### config.mk
export PLATFORM = sky130hd
export DESIGN_NAME = draw_paddles
export DESIGN_NICKNAME = d
export VERILOG_FILES = /design/src/rtl/draw_paddles.sv
export SDC_FILE = /design/constraint.sdc
export NUM_CORES = 1
export LEC_CHECK = 0
export ABC_AREA = 1
export ABC_CLOCK_PERIOD_IN_PS = 5470
export BUFFER_PORTS_ARGS = -buffer_cell sky130_fd_sc_hd__buf_2
export CAP_MARGIN = 30
export CORE_ASPECT_RATIO = 1.2
export CORE_MARGIN = 2
export CORE_UTILIZATION = 52
export CTS_CLUSTER_DIAMETER = 30
export DETAILED_ROUTE_END_ITERATION = 8
export PLACE_DENSITY = 0.77
export SYNTH_ARGS = -nofsm -noshare
export SYNTH_HDL_FRONTEND = slang
export SYNTH_SLANG_ARGS = --single-unit
### constraint.sdc
create_clock -name pclk -period 5.47 [get_ports pclk]
set_input_delay 0 -clock pclk [delete_from_list [all_inputs] [get_ports pclk]]
set_output_delay 0 -clock pclk [all_outputs]
set_load 0.01 [all_outputs]
### src/rtl/draw_paddles.sv
// Two-paddle overlay stage: draws the left and right paddles over the incoming pixel stream.
// It adds two cycles of latency, latches paddle Y once per frame, and gives each paddle its own hit-flash FSM.
module draw_paddles #(
    parameter int WIDTH        = 10,
    parameter int LENGTH       = 80,
    parameter int XPOS_L       = 60,
    parameter int XPOS_R       = 963,
    parameter int V_ACTIVE     = 768,
    parameter int RGB_W        = 12,
    parameter int FLASH_FRAMES = 8
) (
    input  logic             pclk,
    input  logic             rst_n,
    input  logic [10:0]      vcount_in,
    input  logic [10:0]      hcount_in,
    input  logic             vsync_in,
    input  logic             hsync_in,
    input  logic             vblnk_in,
    input  logic             hblnk_in,
    input  logic [RGB_W-1:0] rgb_in,
    input  logic [11:0]      y_pos_l,
    input  logic [11:0]      y_pos_r,
    input  logic [RGB_W-1:0] color_l,
    input  logic [RGB_W-1:0] color_r,
    input  logic [RGB_W-1:0] flash_color,
    input  logic             hit_l,
    input  logic             hit_r,
    output logic [10:0]      vcount_out,
    output logic [10:0]      hcount_out,
    output logic             vsync_out,
    output logic             hsync_out,
    output logic             vblnk_out,
    output logic             hblnk_out,
    output logic [RGB_W-1:0] rgb_out,
    output logic             flash_l,
    output logic             flash_r
);
    // state | meaning
    // IDLE  | paddle drawn in its normal colour
    // FLASH | paddle drawn in flash_color, cnt counts remaining vsync rises
    typedef enum logic {IDLE, FLASH} flash_state_t;

    localparam logic [11:0] Y_MAX  = 12'(V_ACTIVE - LENGTH);
    localparam logic [12:0] LEN13  = 13'(LENGTH);
    localparam logic [12:0] XL_LO  = 13'(XPOS_L - WIDTH);
    localparam logic [12:0] XL_HI  = 13'(XPOS_L);
    localparam logic [12:0] XR_LO  = 13'(XPOS_R);
    localparam logic [12:0] XR_HI  = 13'(XPOS_R + WIDTH);
    localparam logic [7:0]  FF_CNT = 8'(FLASH_FRAMES);

    logic [10:0]      vcount_d, hcount_d;
    logic             vsync_d, hsync_d, vblnk_d, hblnk_d;
    logic [RGB_W-1:0] rgb_d;
    logic             hit_l_d, hit_r_d;
    logic [11:0]      ylat_l, ylat_r;

    flash_state_t state [2];
    flash_state_t state_nxt [2];
    logic [7:0]   cnt [2];
    logic [7:0]   cnt_nxt [2];
    logic [1:0]   hit;

    logic [12:0] v13, h13;
    logic        in_l, in_r, vblnk_rise, vsync_rise;
    logic [RGB_W-1:0] col_l, col_r;

    assign v13 = {2'b00, vcount_in};
    assign h13 = {2'b00, hcount_in};
    assign in_l = (v13 >= {1'b0, ylat_l}) && (v13 < {1'b0, ylat_l} + LEN13) &&
                  (h13 >= XL_LO) && (h13 < XL_HI);
    assign in_r = (v13 >= {1'b0, ylat_r}) && (v13 < {1'b0, ylat_r} + LEN13) &&
                  (h13 >= XR_LO) && (h13 < XR_HI);

    // The stage-1 copies double as the previous-value registers for edge detection.
    assign vblnk_rise = vblnk_in & ~vblnk_d;
    assign vsync_rise = vsync_in & ~vsync_d;
    assign hit        = {hit_r, hit_l};

    assign flash_l = (state[0] == FLASH);
    assign flash_r = (state[1] == FLASH);
    assign col_l   = (state[0] == FLASH) ? flash_color : color_l;
    assign col_r   = (state[1] == FLASH) ? flash_color : color_r;

    always_comb begin
        for (int i = 0; i < 2; i++) begin
            state_nxt[i] = state[i];
            cnt_nxt[i]   = cnt[i];
            case (state[i])
                IDLE: begin
                    if (hit[i] && FLASH_FRAMES > 0) begin
                        state_nxt[i] = FLASH;
                        cnt_nxt[i]   = FF_CNT;
                    end
                end
                FLASH: begin
                    if (hit[i]) begin
                        cnt_nxt[i] = FF_CNT;
                    end else if (vsync_rise) begin
                        if (cnt[i] == 8'd1) begin
                            state_nxt[i] = IDLE;
                            cnt_nxt[i]   = 8'd0;
                        end else begin
                            cnt_nxt[i] = cnt[i] - 8'd1;
                        end
                    end
                end
                default: begin
                    state_nxt[i] = IDLE;
                    cnt_nxt[i]   = 8'd0;
                end
            endcase
        end
    end

    always_ff @(posedge pclk) begin
        if (!rst_n) begin
            vcount_d   <= '0;
            hcount_d   <= '0;
            vsync_d    <= 1'b0;
            hsync_d    <= 1'b0;
            vblnk_d    <= 1'b0;
            hblnk_d    <= 1'b0;
            rgb_d      <= '0;
            hit_l_d    <= 1'b0;
            hit_r_d    <= 1'b0;
            ylat_l     <= '0;
            ylat_r     <= '0;
            vcount_out <= '0;
            hcount_out <= '0;
            vsync_out  <= 1'b0;
            hsync_out  <= 1'b0;
            vblnk_out  <= 1'b0;
            hblnk_out  <= 1'b0;
            rgb_out    <= '0;
            for (int i = 0; i < 2; i++) begin
                state[i] <= IDLE;
                cnt[i]   <= 8'd0;
            end
        end else begin
            vcount_d <= vcount_in;
            hcount_d <= hcount_in;
            vsync_d  <= vsync_in;
            hsync_d  <= hsync_in;
            vblnk_d  <= vblnk_in;
            hblnk_d  <= hblnk_in;
            rgb_d    <= rgb_in;
            hit_l_d  <= in_l;
            hit_r_d  <= in_r;
            if (vblnk_rise) begin
                ylat_l <= (y_pos_l > Y_MAX) ? Y_MAX : y_pos_l;
                ylat_r <= (y_pos_r > Y_MAX) ? Y_MAX : y_pos_r;
            end
            vcount_out <= vcount_d;
            hcount_out <= hcount_d;
            vsync_out  <= vsync_d;
            hsync_out  <= hsync_d;
            vblnk_out  <= vblnk_d;
            hblnk_out  <= hblnk_d;
            if (hblnk_d || vblnk_d)
                rgb_out <= '0;
            else if (hit_l_d)
                rgb_out <= col_l;
            else if (hit_r_d)
                rgb_out <= col_r;
            else
                rgb_out <= rgb_d;
            for (int i = 0; i < 2; i++) begin
                state[i] <= state_nxt[i];
                cnt[i]   <= cnt_nxt[i];
            end
        end
    end
endmodule
### Yosys cells after proc, flatten, opt, wreduce, memory -nomap -nowiden

Memory sizes are Yosys's and may differ from the RTL's.
Index checks and enable logic that the tools add are counted.

| storage, ports and cells | value |
|---|---|
| bits in latches | 0 |
| memories | 2 |
| RAM bits | 18 |
| input bits | 102 |
| memory bits (read-only) | 0 |
| output and inout bits | 40 |
| register bits | 102 |

Memory list:

| memory | depth | bits a word | read ports | clocked after Yosys merged registers in | wr ports | line | source |
|---|---|---|---|---|---|---|---|
| cnt | 2 | 8 | 2 | 0 | 2 | 59 | `logic [7:0] cnt [2];` |
| state | 2 | 1 | 2 | 0 | 2 | 57 | `flash_state_t state [2];` |

| cells by class | value |
|---|---|
| multiplexer cells | 32 |
| $mul | 0 |
| order comparisons | 10 |
| shift-type cells | 0 |
| divide/modulo/power cells | 0 |
| add/subtract/negate cells | 4 |
| bitwise gates (word level) | 11 |
| equality and inequality tests | 2 |
| reductions and logical operators | 8 |

Operator list:

| operator | count |
|---|---|
| 8-bit two-way mux | 10 |
| 12-bit two-way mux | 6 |
| 8-bit case mux with 2 select lines | 2 |
| 12-bit by 7-bit adder with 13-bit output (second input constant) | 2 |
| 11-bit by 13-bit less-than comparator with 1-bit output | 2 |
| 11-bit by 12-bit greater-or-equal comparator with 1-bit output | 2 |
| 12-bit by 10-bit > comparator with 1-bit output (second input constant) | 2 |
| 8-bit by 1-bit equality test with 1-bit output (second input constant) | 2 |
| 8-bit by 1-bit subtractor with 8-bit output (second input constant) | 2 |
| 1-bit two-way mux | 12 |
| 11-bit by 10-bit greater-or-equal comparator with 1-bit output (second input constant) | 1 |
| 11-bit by 6-bit greater-or-equal comparator with 1-bit output (second input constant) | 1 |
| 11-bit by 10-bit less-than comparator with 1-bit output (second input constant) | 1 |
| 11-bit by 6-bit less-than comparator with 1-bit output (second input constant) | 1 |
| 1-bit logical AND | 6 |
| 1-bit NOT | 5 |
| 1-bit bitwise OR | 4 |
| 1-bit case mux with 2 select lines | 2 |
| 1-bit bitwise AND | 2 |
| 2-bit OR reduction | 1 |
| 1-bit logical OR | 1 |

### Depth between registers and ports, before layout

Gate-level depths: netlist of the first run.
An unclocked memory read counts as a cell.

| logic depth | value |
|---|---|
| depth after elaboration | 7 |
| gate-level depth with buffers | 16 |

### Worst setup path before layout of the first run

No wires, ideal clock.

| path | value |
|---|---|
| kind | register to register |
| start | register ylat_l[4] |
| end | register hit_l_d |
| slack | 3.744 ns |
| cell stages (with the launch flop) | 14 |
| arrival | 1.616 ns |
| buffers on the path | 0 |
| path through | dfxtp_1 > ha_1 > inv_1 > nand2_2 > nand3_2 > o21ai_0 > o21ai_0 > ha_1 > a21oi_1 > nand3b_1 > nand2_1 > clkinv_1 > nand2_1 > nor2_1 |

| between the ends | value |
|---|---|
| longest elaborated chain between the ends | 5 |
| elaborated cells on any way between the ends | 6 |
| classes of those cells | add/sub (1); order compare (2); reduce/logical (3) |

Ends and longest elaborated chain:

| item | line | source |
|---|---|---|
| start, declared | 55 | `logic [11:0] ylat_l, ylat_r;` |
| start signal, assigned | 150 | `ylat_l <= (y_pos_l > Y_MAX) ? Y_MAX : y_pos_l;` |
| 12-bit by 7-bit adder with 13-bit output | 69 | `assign in_l = (v13 >= {1'b0, ylat_l}) && (v13 < {1'b0, ylat_l} + LEN13) &&` |
| 11-bit by 13-bit less-than comparator with 1-bit output | 69 |  |
| 1-bit logical AND * (2 in series) | 69 |  |
| 1-bit logical AND * | 70 | `(h13 >= XL_LO) && (h13 < XL_HI);` |
| end signal, assigned | 147 | `hit_l_d <= in_l;` |
| end, declared | 54 | `logic hit_l_d, hit_r_d;` |

Every way passes the cells marked *; elsewhere a longest branch is shown, timed or not.
A chain may end at the register's enable or synchronous reset.

==> PnR_summary.wiki, run 1 <==
{| class="wikitable"
! Metric !! Value
|-
| Status || finished clean
|-
| Number of violations reported at the end of detailed-routing iteration 0 || 335
|-
| Final cell count without fillers || 1253
|-
| DRT antenna net count || 0
|-
| Die width || 102.6 um
|-
| Part of the total power dissipated in sequential elements || 0.400
|-
| Core outline area || 0.01146 mm2
|-
| Buffer cell driving the clock tree root || sky130_fd_sc_hd__clkbuf_16
|-
| Number of nets in the synthesized netlist || 1003
|-
| Clock Power Share || 0.468
|-
| Crit-path max cell delay || 920 ps
|-
| Final weighted congestion of routability-driven global placement || 0.8849
|-
| Slowest stage cell, crit path || sky130_fd_sc_hd__dfxtp_1
|-
| Cells after synthesis || 859
|-
| Growth of design area from synthesis to finish || 37.45%
|-
| Global-route wire length before repair || 25.37 mm
|-
| Count of clock tree sinks || 120
|-
| Share of the synthesized area in the top cell type || 0.3960
|-
| Relative max-transition margin || 0.3675
|-
| Final setup fails || 0
|-
| Remaining global-route overflow || 0
|-
| Mapped Area || 0.006067 mm2
|-
| DRC violations left || 0
|-
| Total die area || 0.01255 mm2
|-
| Final max-slew violation count || 0
|-
| Number of global-route vias before repair || 5747
|-
| Worst-path clk slew || 60 ps
|-
| Fmax || 0.4741 GHz
|-
| Primary flip-flop cell chosen by synthesis mapping || sky130_fd_sc_hd__dfxtp_1
|-
| Chip height || 122.3 um
|-
| CP Data Required Time || 5750 ps
|-
| Synth warnings || 0
|-
| Number of enable flip-flop cells after synthesis || 0
|-
| Sw Ratio || 0.2585
|-
| Largest driver fanout on the critical path || 27
|-
| Mean routed wirelength per cell || 12.92 um
|-
| Drt pass-1 iters || 7
|-
| Inst Count DP || 1135
|-
| Crit. End Element || register
|-
| Post-synthesis sequential element count || 120
|-
| Kind of critical path || reg -> reg
|-
| Top-level port count || 142
|-
| Unrepaired setup endpoints after global routing || false
|-
| Leakage component of the power || 0.004364 uW
|-
| Most common cell in the netlist || sky130_fd_sc_hd__nand2_1
|-
| Post-synthesis async set-or-reset flop share || 0
|-
| Most numerous cell types in the synthesized netlist || sky130_fd_sc_hd__nand2_1 (197), sky130_fd_sc_hd__inv_1 (169), sky130_fd_sc_hd__dfxtp_1 (120)
|-
| Average footprint of a synthesized cell || 7.063 um2
|-
| Share of synthesized area occupied by flip-flops and latches || 0.3960
|-
| Antenna violations before repair || 0
|-
| Placement row count || 43
|-
| Number of nets in the layout || 1227
|-
| Pwr dens || 281.0 mW/mm2
|-
| Vias || 6137
|-
| Final critical-path required period || 2109 ps
|-
| CTS tree || yes
|-
| Part of the power in combinational logic || 0.132
|-
| Antenna Cells || 0
|-
| Setup TNS || 0 ps
|-
| Met3 global-route usage || 0.06777
|-
| Via density per instance || 4.898
|-
| Cell Chain, Critical Path || a21oi_1, o21ai_0, dlygate4sd3_1, a21oi_1
|-
| Worst clock skew || 7.258 ps
|-
| Hpwl dp || 10.05 mm
|-
| Most heavily used metal layer in global routing || met2
|-
| Class of the most critical hold timing path || in -> reg
|-
| Overall global routing resource usage || 0.2567
|-
| Hold Fails Final Rpt || 0
|-
| Starting density of the core || 0.5294
|-
| Worst vdd rail ir drop || 0.1743 mV
|-
| Port-buffer cells || 141
|-
| Cell variety after synth || 34
|-
| Number of buffers on the longest clock path || 2
|-
| Met1 routing resource usage after global routing || 0.2931
|-
| Count of maximum capacitance violations || 0
|-
| Skew-Pair Late Insertion Delay || 410 ps
|-
| Wire length after detailed routing || 16.19 mm
|-
| Post-synth top area cell || sky130_fd_sc_hd__dfxtp_1
|-
| Deepest level of the CTS H-tree || 4
|-
| Main area contributors after synthesis || sky130_fd_sc_hd__dfxtp_1 (40%), sky130_fd_sc_hd__nand2_1 (12%), sky130_fd_sc_hd__inv_1 (10%)
|-
| Most common cell type on the critical path || sky130_fd_sc_hd__a21oi_1
|-
| Worst setup SP type || register
|-
| Top cell family by delay on the critical path || flip-flops
|-
| Slew at the pin closest to its max-slew limit || 947.4 ps
|-
| Crit path DAT || 2390 ps
|-
| Net switching power || 605.6 uW
|-
| Share of the clock period used by the worst path after layout || 0.3856
|-
| Number of buffers created by CTS || 17
|-
| Met2 Usage GRT || 0.4510
|-
| Buf/Inv on CP || 1
|-
| Number of buffers inserted to repair setup after CTS || 0
|-
| Pin count of the biggest net entering global routing || 79
|-
| Share of layout cells above drive strength 1 || 0.1925
|-
| Internal power summed over all cells || 1737 uW
|}
## flip-flops by register name, summed over array words and instances, names as in the netlist, 12 cells and up
| name | flops |
|---|---|
| cnt | 16 |
| rgb_d | 12 |
| rgb_out | 12 |
| ylat_l | 12 |
| ylat_r | 12 |
## path summary, 6_finish.rpt
check | startpoint | end | slack (ps) | depth (start not counted)
worst max-delay path | state[0][0] | rgb_out[11] | 3360 | 4
worst min-delay path | flash_color[9] | rgb_out[9] | 40 | 5
worst max register to register | state[0][0] | rgb_out[11] | 3360 | 4
worst min register to register | hcount_d[1] | hcount_out[1] | 410 | 2
## layer usage
metal,up-vias,share of wire,wire [um]
met5,-,0,0
met4,0,0.026,422
met1,2776,0.41,6632
met2,200,0.51,8248
met3,38,0.055,887
li1,3123,-,-
## cells by family (layout without fill, tap and decap cells)
logic type / Yosys count / count (layout) / share of synthesized area
and+or+nand+nor: 316 / 316 / 0.2258
buffers and inverters: 205 / 442 / 0.1308
xor gates and xnor gates: 14 / 14 / 0.02021
DFF: 120 / 120 / 0.3960
adders and majority gates: 42 / 42 / 0.08662
AOI/OAI and AO/OA: 162 / 162 / 0.1406
## per-stage QoR
stage	util	worst slack [ps]	area, um2	hold WS [ps]	power, uW
after global routing	0.7277	3231	8339	93.08	2448
after detailed placement	0.6013	3555	6890	185.7	1214
after floorplan	-	3744	6067	93.45	1117
after CTS	0.7277	3423	8339	24.91	2348
final	0.7277	3361	8339	35.37	2343
after global placement	0.5989	3614	6863	181.7	1206
## layout by cell type, fill, tap and decap left out, types with 4 or more instances in the layout
| cell | n |
|---|---|
| sky130_fd_sc_hd__o21ai_1 | 4 |
| sky130_fd_sc_hd__ha_1 | 42 |
| sky130_fd_sc_hd__nand4_1 | 10 |
| sky130_fd_sc_hd__o21ai_0 | 55 |
| sky130_fd_sc_hd__inv_1 | 169 |
| sky130_fd_sc_hd__dfxtp_1 | 120 |
| sky130_fd_sc_hd__nand2_1 | 197 |
| sky130_fd_sc_hd__o211ai_1 | 4 |
| sky130_fd_sc_hd__clkinvlp_4 | 4 |
| sky130_fd_sc_hd__a21oi_1 | 88 |
| sky130_fd_sc_hd__clkbuf_16 | 17 |
| sky130_fd_sc_hd__nand3_1 | 17 |
| sky130_fd_sc_hd__a21oi_2 | 5 |
| sky130_fd_sc_hd__xor2_1 | 12 |
| sky130_fd_sc_hd__nor3_1 | 14 |
| sky130_fd_sc_hd__nor2_1 | 52 |
| sky130_fd_sc_hd__nand2_2 | 7 |
| sky130_fd_sc_hd__dlygate4sd3_1 | 86 |
| sky130_fd_sc_hd__buf_2 | 141 |
| sky130_fd_sc_hd__nand3_2 | 4 |
| sky130_fd_sc_hd__inv_2 | 10 |
## worst reg2reg max path: cells and delay by family, from the launching register on
kind	cells	cell delay (ps)
buffers and inverters	1	610
DFF	1	920
AOI/OAI and AO/OA	3	450
## final cells by class
type | instances | area [um2]
well taps | 157 | 196.4
clock buffers | 18 | 439.2
fillers | 864 | 3120
clock inverters | 14 | 148.9
repair buffers | 229 | 1602
flip-flops and latches | 120 | 2402
multi-input cells | 534 | 2872
inverters | 181 | 679.4
## power groups by stage
stage	registers, uW	logic, uW	clock network [uW]
floorplan	952	165	0
global placement	954	252	0
detailed placement	955	259	0
CTS	936	303	1110
global route	942	347	1160
finish	938	309	1100
## timing repair
action / in CTS / in global routing
hold buffers: 86 / 0
resized for setup: 0 / 0
endpoints found under the hold margin: 83 / 0
(Power assumes the default switching activity.)
==> run 2: changes to the inputs <==
--- a/config.mk
+++ b/config.mk
@@ -6,7 +6,7 @@
 export NUM_CORES = 1
 export LEC_CHECK = 0
 export ABC_AREA = 1
-export ABC_CLOCK_PERIOD_IN_PS = 5470
+export ABC_CLOCK_PERIOD_IN_PS = 2000
 export BUFFER_PORTS_ARGS = -buffer_cell sky130_fd_sc_hd__buf_2
 export CAP_MARGIN = 30
 export CORE_ASPECT_RATIO = 1.2
==> constraint.sdc (replaced) <==
create_clock -name pclk -period 2 [get_ports pclk]
set_input_delay 0 -clock pclk [delete_from_list [all_inputs] [get_ports pclk]]
set_output_delay 0 -clock pclk [all_outputs]
set_load 0.01 [all_outputs]
==> PnR_summary.wiki, run 2 (synthesis results as in run 1) <==
{| class="wikitable"
! Metric !! Value
|-
| Status || finished clean
|-
| CP Data Required Time || 2270 ps (-3480 ps)
|-
| Count of clock tree sinks || 120 (unchanged)
|-
| Skew-Pair Late Insertion Delay || 410 ps (about the same)
|-
| Crit. End Element || register
|-
| Met3 wire len || 861 um (-2.9%)
|-
| Drt pass-1 iters || 5 (-2)
|-
| Share of the clock period used by the worst path after layout || 0.9374 (+0.5518)
|-
| DRC violations left || 0 (unchanged)
|-
| Final max-slew violation count || 0 (unchanged)
|-
| CTS tree || yes
|-
| Chip height || 122.3 um (unchanged)
|-
| Kind of critical path || reg -> reg
|-
| Buffer cell driving the clock tree root || sky130_fd_sc_hd__clkbuf_16
|-
| Port-buffer cells || 141 (unchanged)
|-
| Routed length on met2 || 8.400 mm (+1.8%)
|-
| Overall global routing resource usage || 0.2604 (+0.003686)
|-
| Mean routed wirelength per cell || 12.89 um (-0.28%)
|-
| Final setup fails || 0 (unchanged)
|-
| Hpwl dp || 10.18 mm (+1.4%)
|-
| Class of the most critical hold timing path || in -> reg
|-
| Antenna violations before repair || 0 (unchanged)
|-
| Growth of design area from synthesis to finish || 38.71%
|-
| Number of global-route vias before repair || 5851 (+1.8%)
|-
| Final critical-path required period || 1875 ps (-234.7 ps)
|-
| Final weighted congestion of routability-driven global placement || 0.8631 (-2.5%)
|-
| Die width || 102.6 um (unchanged)
|-
| Global-route wire length before repair || 25.85 mm (+1.9%)
|-
| Most common library cell in the layout ignoring fill and taps || sky130_fd_sc_hd__nand2_1
|-
| Slew at the pin closest to its max-slew limit || 701.7 ps (-245.7 ps)
|-
| Vias || 6184 (+0.77%)
|-
| Count of maximum capacitance violations || 0 (unchanged)
|-
| Wire length after detailed routing || 16.29 mm (+0.59%)
|-
| DRT antenna net count || 0 (unchanged)
|-
| Final setup slack of the worst path || 125.2 ps (-3235 ps)
|-
| Number of buffers created by CTS || 17 (unchanged)
|-
| Worst-path clk slew || 50 ps (about the same)
|-
| Relative max-transition margin || 0.5317 (+0.1642)
|-
| Routed metal-1 wire length || 6.565 mm (-1.0%)
|-
| Via density per instance || 4.892 (-0.11%)
|-
| Setup WS pre-CTS || 105.7 ps (-3449 ps)
|-
| Largest driver fanout on the critical path || 24 (-11%)
|-
| Top sig layer || met4
|-
| Fraction of the core area covered by cells at the end of the flow || 0.7344 (+0.006660)
|-
| Worst clock skew || 5.989 ps (-1.269 ps)
|-
| Leakage component of the power || 0.004396 uW (+0.75%)
|-
| Remaining global-route overflow || 0 (unchanged)
|-
| Number of nets in the layout || 1238 (+0.90%)
|-
| Core outline area || 0.01146 mm2 (unchanged)
|-
| Hold Fails Final Rpt || 0 (unchanged)
|-
| Share of layout cells above drive strength 1 || 0.1989 (+0.006397)
|-
| Deepest level of the CTS H-tree || 4 (unchanged)
|-
| Pin count of the biggest net entering global routing || 32 (-59%)
|-
| Pwr dens || 751.3 mW/mm2 (+170%)
|-
| Fmax || 0.5334 GHz (+13%)
|-
| Total die area || 0.01255 mm2 (unchanged)
|-
| Starting density of the core || 0.5294 (unchanged)
|-
| Number of buffers on the longest clock path || 2 (unchanged)
|-
| Max FFs per register || 16 (unchanged)
|-
| Placement row count || 43 (unchanged)
|-
| Crit path DAT || 2140 ps (-250 ps)
|-
| Reg with most FFs || cnt
|-
| Worst setup SP type || register
|-
| Worst vdd rail ir drop || 0.5195 mV (+200%)
|-
| Highest-count cells in the layout ignoring fill and taps || sky130_fd_sc_hd__nand2_1 (197), sky130_fd_sc_hd__inv_1 (169), sky130_fd_sc_hd__buf_2 (141)
|-
| Top-level port count || 142 (unchanged)
|-
| Number of violations reported at the end of detailed-routing iteration 0 || 350 (+4.5%)
|}
-- run 2: cell count changes in the layout (fill, tap and decap cells not counted), sizes merged --
cell         delta
buf             +6
bufinv          -1
clkbuf          +6
clkinv          -2
clkinvlp        -1
diode           +1
dlygate4sd3     +5
inv             -3
-- run 2: worst max-delay path: stages (launching register included) --
cell	delay (ps)
sky130_fd_sc_hd__dfxtp_1	310
sky130_fd_sc_hd__inv_1	520
sky130_fd_sc_hd__a21oi_1	80
sky130_fd_sc_hd__o21ai_0	110
sky130_fd_sc_hd__dlygate4sd3_1	620
sky130_fd_sc_hd__a21oi_1	100
-- run 2: path summary, 6_finish.rpt --
check / start / end / slack [ps] / depth (start not counted)
min reg2reg: vcount_d[6] / vcount_out[6] / 410 / 2
min: color_r[2] / rgb_out[2] / 60 / 5
max: hit_l_d / rgb_out[6] / 130 / 5
max reg2reg: hit_l_d / rgb_out[6] / 130 / 5
-- run 2: metrics by stage --
step                TNS [ps]  power (uW)  area, um2  instances  hold WS [ps]
floorplan                  0        3055       6067        859         93.45
global placement           0        3312       6915       1141         180.5
detailed placement         0        3322       6915       1141         185.1
CTS                        0        6338       8396       1263         20.65
global route          -16.45        6607       8413       1263         83.19
finish                     0        6322       8416       1264         57.76
-- run 2: power breakdown --
part / switching (uW) / internal, uW
Sequential: 53.5 / 2500
Combinational: 478 / 398
Clock: 1040 / 1860
Total: 1570 / 4750
-- run 2: what timing repair did --
item                                    4_1_cts  5_1_grt
resized for setup                             0        9
hold buffers                                 91        0
hold endpoints to repair                     89        0
setup buffers                                 0        0
endpoints found under the setup margin        0        3
-- run 2: cell type report --
class	count	area, um2
timing repair buffer	240	1677
clock inverter	7	67.56
clock buffer	24	501.7
tap	157	196.4
fill	875	3044
sequential	120	2410
multi-input combinational	534	2882
antenna	1	2.502
inverter	181	679.4
-- run 2: routing by layer --
layer,up-vias,global-route usage
met4,0,0.1092
met5,-,0
met3,48,0.05239
li1,3142,-
met2,238,0.4661
met1,2756,0.2976
